<file path="src/rtl/lcd_text_scanner_if.sv">
// rtl/lcd_text_scanner_if.sv - character lookup and font ROM link between scanner and content/ROM side
interface lcd_text_scanner_if;
  logic [6:0] column;
  logic [5:0] row;
  logic [6:0] character;
  logic [9:0] font_address;
  logic [7:0] font_data;

  // Scanner side: publishes the cell position and ROM address, consumes character and glyph line
  modport master (
    output column,
    output row,
    output font_address,
    input  character,
    input  font_data
  );

  // Text source / font ROM side
  modport slave (
    input  column,
    input  row,
    input  font_address,
    output character,
    output font_data
  );
endinterface

</file>
<file path="src/rtl/lcd_text_scanner.sv">
// rtl/lcd_text_scanner.sv - 8x8 character-cell text renderer with 3-cycle aligned sync/enable pipeline
module lcd_text_scanner #(
  parameter int          H_ACTIVE     = 800,
  parameter int          V_ACTIVE     = 480,
  parameter logic [23:0] FG_COLOR     = 24'hFFFFFF,
  parameter logic [23:0] BG_COLOR     = 24'h000000,
  parameter logic        HSYNC_ACTIVE = 1'b0,
  parameter logic        VSYNC_ACTIVE = 1'b0
) (
  input  logic               clock,
  input  logic               reset_n,
  input  logic               in_de,
  input  logic               in_hsync,
  input  logic               in_vsync,
  lcd_text_scanner_if.master txt,
  output logic               out_de,
  output logic               out_hsync,
  output logic               out_vsync,
  output logic [23:0]        out_rgb
);

  localparam logic [9:0] LP_H_ACTIVE = 10'(H_ACTIVE);
  localparam logic [9:0] LP_V_ACTIVE = 10'(V_ACTIVE);
  localparam logic [9:0] LP_CNT_MAX  = 10'h3FF;

  // Pixel/line counters
  logic [9:0] r_x;
  logic [9:0] r_y;

  // Stage 1: address presented to the ROM plus side-band for the same pixel
  logic [9:0] r_font_address;
  logic [2:0] r_s1_xlo;
  logic       r_s1_inr;
  logic       r_s1_de;
  logic       r_s1_hs;
  logic       r_s1_vs;

  // Stage 2: side-band aligned with font_data coming back from the ROM
  logic [2:0] r_s2_xlo;
  logic       r_s2_inr;
  logic       r_s2_de;
  logic       r_s2_hs;
  logic       r_s2_vs;

  // Stage 3: registered outputs
  logic [23:0] r_rgb;
  logic        r_de;
  logic        r_hs;
  logic        r_vs;

  logic       w_de_fall;
  logic       w_vs_active;
  logic       w_in_range;
  logic [2:0] w_bit_idx;
  logic       w_glyph_bit;
  logic       w_pix_on;

  // r_s1_de doubles as the one-cycle-delayed enable used for line-end detection
  assign w_de_fall   = r_s1_de & ~in_de;
  assign w_vs_active = (in_vsync == VSYNC_ACTIVE);
  assign w_in_range  = (r_x < LP_H_ACTIVE) && (r_y < LP_V_ACTIVE);

  // Bit 7 of the glyph line is the leftmost pixel of the cell
  assign w_bit_idx   = 3'd7 - r_s2_xlo;
  assign w_glyph_bit = txt.font_data[w_bit_idx];
  assign w_pix_on    = w_glyph_bit & r_s2_inr;

  assign txt.column       = r_x[9:3];
  assign txt.row          = r_y[8:3];
  assign txt.font_address = r_font_address;

  assign out_de    = r_de;
  assign out_hsync = r_hs;
  assign out_vsync = r_vs;
  assign out_rgb   = r_rgb;

  // Horizontal pixel counter: runs while enable is high, saturates, restarts at 0 when idle
  always_ff @(posedge clock or negedge reset_n) begin
    if (!reset_n) begin
      r_x <= '0;
    end else if (in_de) begin
      if (r_x != LP_CNT_MAX) begin
        r_x <= r_x + 10'd1;
      end
    end else begin
      r_x <= '0;
    end
  end

  // Line counter: advances on each enable falling edge; vsync forces it to 0 and has priority
  always_ff @(posedge clock or negedge reset_n) begin
    if (!reset_n) begin
      r_y <= '0;
    end else if (w_vs_active) begin
      r_y <= '0;
    end else if (w_de_fall && (r_y != LP_CNT_MAX)) begin
      r_y <= r_y + 10'd1;
    end
  end

  // Stage 1: capture ROM address from the live character and the pixel's side-band
  always_ff @(posedge clock or negedge reset_n) begin
    if (!reset_n) begin
      r_font_address <= '0;
      r_s1_xlo       <= '0;
      r_s1_inr       <= 1'b0;
      r_s1_de        <= 1'b0;
      r_s1_hs        <= ~HSYNC_ACTIVE;
      r_s1_vs        <= ~VSYNC_ACTIVE;
    end else begin
      r_font_address <= {txt.character, r_y[2:0]};
      r_s1_xlo       <= r_x[2:0];
      r_s1_inr       <= w_in_range;
      r_s1_de        <= in_de;
      r_s1_hs        <= in_hsync;
      r_s1_vs        <= in_vsync;
    end
  end

  // Stage 2: hold side-band for the ROM's one-cycle read latency
  always_ff @(posedge clock or negedge reset_n) begin
    if (!reset_n) begin
      r_s2_xlo <= '0;
      r_s2_inr <= 1'b0;
      r_s2_de  <= 1'b0;
      r_s2_hs  <= ~HSYNC_ACTIVE;
      r_s2_vs  <= ~VSYNC_ACTIVE;
    end else begin
      r_s2_xlo <= r_s1_xlo;
      r_s2_inr <= r_s1_inr;
      r_s2_de  <= r_s1_de;
      r_s2_hs  <= r_s1_hs;
      r_s2_vs  <= r_s1_vs;
    end
  end

  // Stage 3: colour the pixel; blanked cycles drive black regardless of glyph content
  always_ff @(posedge clock or negedge reset_n) begin
    if (!reset_n) begin
      r_rgb <= '0;
      r_de  <= 1'b0;
      r_hs  <= ~HSYNC_ACTIVE;
      r_vs  <= ~VSYNC_ACTIVE;
    end else begin
      if (!r_s2_de) begin
        r_rgb <= '0;
      end else if (w_pix_on) begin
        r_rgb <= FG_COLOR;
      end else begin
        r_rgb <= BG_COLOR;
      end
      r_de <= r_s2_de;
      r_hs <= r_s2_hs;
      r_vs <= r_s2_vs;
    end
  end

endmodule

</file>
<file path="src/flat_wrapper.sv">
// flat-port wrapper written by rule: the top's interface ports become plain ports
module lcd_text_scanner_flat 
#(
  parameter int          H_ACTIVE     = 800,
  parameter int          V_ACTIVE     = 480,
  parameter logic [23:0] FG_COLOR     = 24'hFFFFFF,
  parameter logic [23:0] BG_COLOR     = 24'h000000,
  parameter logic        HSYNC_ACTIVE = 1'b0,
  parameter logic        VSYNC_ACTIVE = 1'b0
)
  (clock, reset_n, in_de, in_hsync, in_vsync, out_de, out_hsync, out_vsync, out_rgb, txt_column, txt_row, txt_font_address, txt_character, txt_font_data);
  lcd_text_scanner_if txt_i ();
  input  logic clock;
  input  logic reset_n;
  input  logic in_de;
  input  logic in_hsync;
  input  logic in_vsync;
  output logic out_de;
  output logic out_hsync;
  output logic out_vsync;
  output logic [23:0] out_rgb;
  output wire logic [$bits(txt_i.column)-1:0] txt_column;
  output wire logic [$bits(txt_i.row)-1:0] txt_row;
  output wire logic [$bits(txt_i.font_address)-1:0] txt_font_address;
  input wire logic [$bits(txt_i.character)-1:0] txt_character;
  input wire logic [$bits(txt_i.font_data)-1:0] txt_font_data;
  assign txt_column = txt_i.column;
  assign txt_row = txt_i.row;
  assign txt_font_address = txt_i.font_address;
  assign txt_i.character = txt_character;
  assign txt_i.font_data = txt_font_data;
  lcd_text_scanner #(.H_ACTIVE(H_ACTIVE), .V_ACTIVE(V_ACTIVE), .FG_COLOR(FG_COLOR), .BG_COLOR(BG_COLOR), .HSYNC_ACTIVE(HSYNC_ACTIVE), .VSYNC_ACTIVE(VSYNC_ACTIVE)) u_core (.clock(clock), .reset_n(reset_n), .in_de(in_de), .in_hsync(in_hsync), .in_vsync(in_vsync), .txt(txt_i), .out_de(out_de), .out_hsync(out_hsync), .out_vsync(out_vsync), .out_rgb(out_rgb));
endmodule
</file>
<file path="config.mk">
export PLATFORM = sky130hd
export DESIGN_NAME = lcd_text_scanner_flat
export DESIGN_NICKNAME = d
export VERILOG_FILES = /design/src/rtl/lcd_text_scanner_if.sv /design/src/rtl/lcd_text_scanner.sv /design/src/flat_wrapper.sv
export SDC_FILE = /design/constraint.sdc
export NUM_CORES = 1
export LEC_CHECK = 0
export BUFFER_PORTS_ARGS = -buffer_cell sky130_fd_sc_hd__buf_2
export CORE_ASPECT_RATIO = 1.2
export CORE_UTILIZATION = 35
export DETAILED_ROUTE_END_ITERATION = 16
export PLACE_DENSITY = 0.64
export REMOVE_ABC_BUFFERS = 1
export SYNTH_ARGS = -nofsm -noshare
export SYNTH_HDL_FRONTEND = slang
export SYNTH_SLANG_ARGS = --single-unit
</file>
<file path="constraint.sdc">
create_clock -name clock -period 3.2 [get_ports clock]
set_input_delay 0.48 -clock clock [delete_from_list [all_inputs] [get_ports clock]]
set_output_delay 0.48 -clock clock [all_outputs]
set_load 0.005 [all_outputs]
</file>
Word-level counts from Yosys, hierarchy flattened:

Index checks and enable logic that the tools add are counted.

* output and inout bits: 50
* input port bits: 20
* register bits: 71
* logic and storage cells: 40

* reductions and logical operators: 2
* bitwise operators: 3
* eq/ne operators: 4
* magnitude comparators: 3
* add/subtract/negate cells: 3
* muxes and demuxes: 8

Operator list (number)
* $mux W24: 2
* $mux W10: 4
* $add A10 B1 Y10 const B: 2
* $ne A10 B10 Y1 const B: 2
* $lt A10 B10 Y1 const B: 1
* $lt A10 B9 Y1 const B: 1
* $lt A3 B4 Y1 const B: 1
* $ne A2 B1 Y1 const B: 2
* $bmux W1 S3: 1
* $sub A3 B3 Y3 const A: 1
* $and A1 B1 Y1: 2
* $logic_and A1 B1 Y1: 2
* $mux W1: 1
* $not A1 Y1: 1

Depth between registers and ports, before layout:

* depth after elaboration: 6
* gate-level depth with buffers: 4
* mapped depth without buffers: 4

Least setup slack after synthesis:

No wires, ideal clock.

* kind: reg2reg
* start: register u_core.r_x[0]
* end: register u_core.r_x[7]
* required time: 3113 ps
* setup slack: 1821 ps
* clock period less this slack: 1379 ps
* arrival: 1292 ps
* library setup time: 87 ps
* path buffers: 0
* cell stages (with the launch flop): 5
* cell sequence: dfrtp_1 ha_1 nand3_1 or3_4 a211oi_2

* cells in the longest elaborated chain, start to end: 3
* elaborated cells between the ends (all ways): 5
* those cells by class: add/sub: 1; eq/ne: 2; mux: 2

Ends and longest elaborated chain
* start: declaration: RTL line lcd_text_scanner.sv:27 `logic [9:0] r_x;`
* start signal: assignment: RTL line lcd_text_scanner.sv:83 `r_x <= r_x + 10'd1;`
* $add A10 B1 Y10: RTL line lcd_text_scanner.sv:83
* $mux W10: RTL line lcd_text_scanner.sv:82 `if (r_x != LP_CNT_MAX) begin`
* $mux W10: RTL line lcd_text_scanner.sv:81 `end else if (in_de) begin`

Parallel ways exist; a longest one is shown, timed or not. The select of a mux whose other input is x is not followed.
A chain may end at the register's enable or synchronous reset.

==> metrics.txt <==
area delta synth->final=10.7%; slack of the critical path=about 1.6 ns; post-DR vias/cell=4.99; pin count of the biggest net entering global routing=34; vias in the first global route=around 1400; die width=roughly 76 µm; Critical Path AT=1.13 ns; CP Capture Type=output port; VDD IR-drop max=between 0.0001 and 0.00015 V; CTS H-tree lvls=2; CP Launch Type=register; CP cell instances=buf_2; Final Hold Viols=0; CORE AREA=0.00617 mm²; clk slew on worst S/H paths=approximately 0.090 ns; DRT Pass-1 Iters=4; Combinational Power Share=0.088; # DRC=0; critical path required time=between 2 and 3 ns; CTS tree=yes; Row Count=31; Layout Skew=around 0.0061 ns; total chip power=1140 µW; initial antenna violation count=0; first-pass GRT wire length=around 6.7 mm; power per standard cell area=455 mW/mm²; via count=1546; CP peak stage delay=between 0.6 and 0.7 ns; Netlist cell types=44; part of the cycle the worst path needs=0.502; CP startpoint=u_core.out_rgb[22]$_DFF_PN0_; Slew Limit Fails=0; post-DP HPWL=2.77 mm; ANT cells=0; Buffers on Ports=69; Rel. slew slack=0.529; Setup Buffers After CTS=0; Clock Latency Late Sink=approximately 0.30 ns; Crit Path Category=register to output port; fill cell count=594; IO Pins=70; die height=90.2 µm; initial core utilization=0.368; Clk pwr share=0.337; GR Overflow Total=0; status=finished, final reports clean; die area=0.00682 mm²; Buf/Inv on CP=1; Seq/Total Area, Yosys=0.532; mean area per synthesized cell=11.8 µm²; Crit Reg-Reg Startpoint=u_core.r_x[0]$_DFFE_PN0P_; Synth Flop Type=dfrtp_1; Syn Inst Count=193; Initial DRC Count=71; CTS resizes=0; Reg power frac=0.575; nets@finish=249; Post-synth EDFFs=0; Internal=863 µW; CP delay by family, top=flip-flops; clock sinks=48; CP max-delay cell=dfrtp_1; critical path fanouts, max=24; DR WL/cell=~13 µm; Tmin final=1.61 ns; switching share of power=0.245; GRT Total Usage=0.130; RSZ-0062 raised after global routing=no; antenna viol nets, final=0; switching power=280 µW; Max-Cap Viols=0; CTS root buffer=clkbuf_8; RePlAce Congestion=0.828; Hold WC Path Type=input pin to async pin; ys async rst share=1.00; layout cells sized above 1=0.421; mapped cell area=0.00227 mm²; Fmax achieved=0.622 GHz; synthesis warning total=0; # hold bufs at CTS=0; Finish-stage setup viols=0; Seq cells post-synth=48; setup_tns=0 ns; Leak=around 0.0012 µW; dpl ws=1.65 ns; Slew @ Worst Pin=0.707 ns; routed wire length=3.99 mm; CTS Buf Count=5; CTS max path bufs=2
==> cells in the final DEF, fill, tap and decap left out, types with 5 or more instances in the layout <==
cell type,instances
a211oi_1,5
a21oi_1,5
a31oi_1,9
buf_2,69
clkbuf_8,6
dfrtp_1,42
dfstp_2,6
mux2i_1,5
nand2_1,12
nand3_1,5
nor3_1,5
o21ai_0,5
==> flip-flops by register name, indices dropped and copies added (netlist names), 3 cells and up <==
signal	cells
u_core.r_s1_xlo	3
u_core.txt.font_address	10
u_core.r_x	10
u_core.r_y	10
u_core.r_s2_xlo	3
==> routing by layer <==
metal	up-vias	global-route usage	share of wire
li1	737	-	-
met1	734	0.173	0.46
met2	68	0.196	0.47
met3	7	0.0348	0.058
met4	0	0.0556	0.019
met5	-	0	0
==> power groups by stage <==
| stage | Clock, µW | Combinational (µW) | Sequential [µW] |
|---|---|---|---|
| 2_1_floorplan | 0 | 25.3 | 674 |
| 3_3_place_gp | 0 | 103 | 668 |
| 3_5_place_dp | 0 | 103 | 670 |
| 4_1_cts | 401 | 104 | 658 |
| 5_1_grt | 422 | 122 | 665 |
| 6_report | 385 | 101 | 657 |
==> cells by family (layout without fill, tap and decap cells) <==
family	Yosys count	count (layout)	share of synthesized area
AND/OR/NAND/NOR	54	54	0.151
adder cells (fa/ha/maj)	2	2	0.0110
AO/OA/AOI/OAI	36	36	0.122
multiplexers	7	7	0.0419
flip-flops	48	48	0.532
buffers and inverters	46	81	0.142
==> cell type report <==
type,instances,area [µm²],area share
clock inverters,2,15.0,0.00597
repair buffers,70,353,0.140
inverters,3,11.3,0.00448
well taps,82,103,0.0408
flip-flops and latches,48,1210,0.481
clock buffers,6,82.6,0.0329
multi-input cells,99,741,0.295
==> per-stage QoR <==
| stage | utilization | hold WS, ns | std cells | instance area, µm² |
|---|---|---|---|---|
| floorplan | - | 0.184 | 150 | 1960 |
| global route | 0.408 | 0.257 | 310 | 2510 |
| finish | 0.408 | 0.220 | 310 | 2510 |
| global placement | 0.392 | 0.334 | 302 | 2420 |
| detailed placement | 0.392 | 0.335 | 302 | 2420 |
| CTS | 0.408 | 0.249 | 310 | 2510 |
==> synth_stat cells (all sizes together) (4+ instances only) <==
| cell type | n | area, µm² |
|---|---|---|
| a211oi | 8 | 75.1 |
| a21oi | 5 | 25.0 |
| a31oi | 9 | 56.3 |
| and2 | 4 | 25.0 |
| and3 | 4 | 26.3 |
| and4 | 4 | 37.5 |
| and4b | 4 | 40.0 |
| buf | 40 | 299 |
| dfrtp | 42 | 1050 |
| dfstp | 6 | 158 |
| mux2i | 5 | 50.1 |
| nand2 | 12 | 45.0 |
| nand3 | 6 | 35.0 |
| nor3 | 5 | 25.0 |
| o21ai | 5 | 25.0 |
==> worst paths after layout <==
path | slack (ns) | endpoint | cells past startpoint
min | 0.22 | u_core.r_y[0]$_DFFE_PN0P_ | 1
min in group clock | 0.27 | u_core.r_s1_hs$_DFF_PN1_ | 1
min reg2reg | 0.35 | u_core.r_s2_xlo[2]$_DFF_PN0_ | 0
max | 1.59 | out_rgb[14] | 1
max reg2reg | 1.66 | u_core.r_x[3]$_DFFE_PN0P_ | 4
max in group asynchronous | 2.22 | u_core.out_hsync$_DFF_PN1_ | 2
No activity file was read; power rests on OpenSTA's default activity.
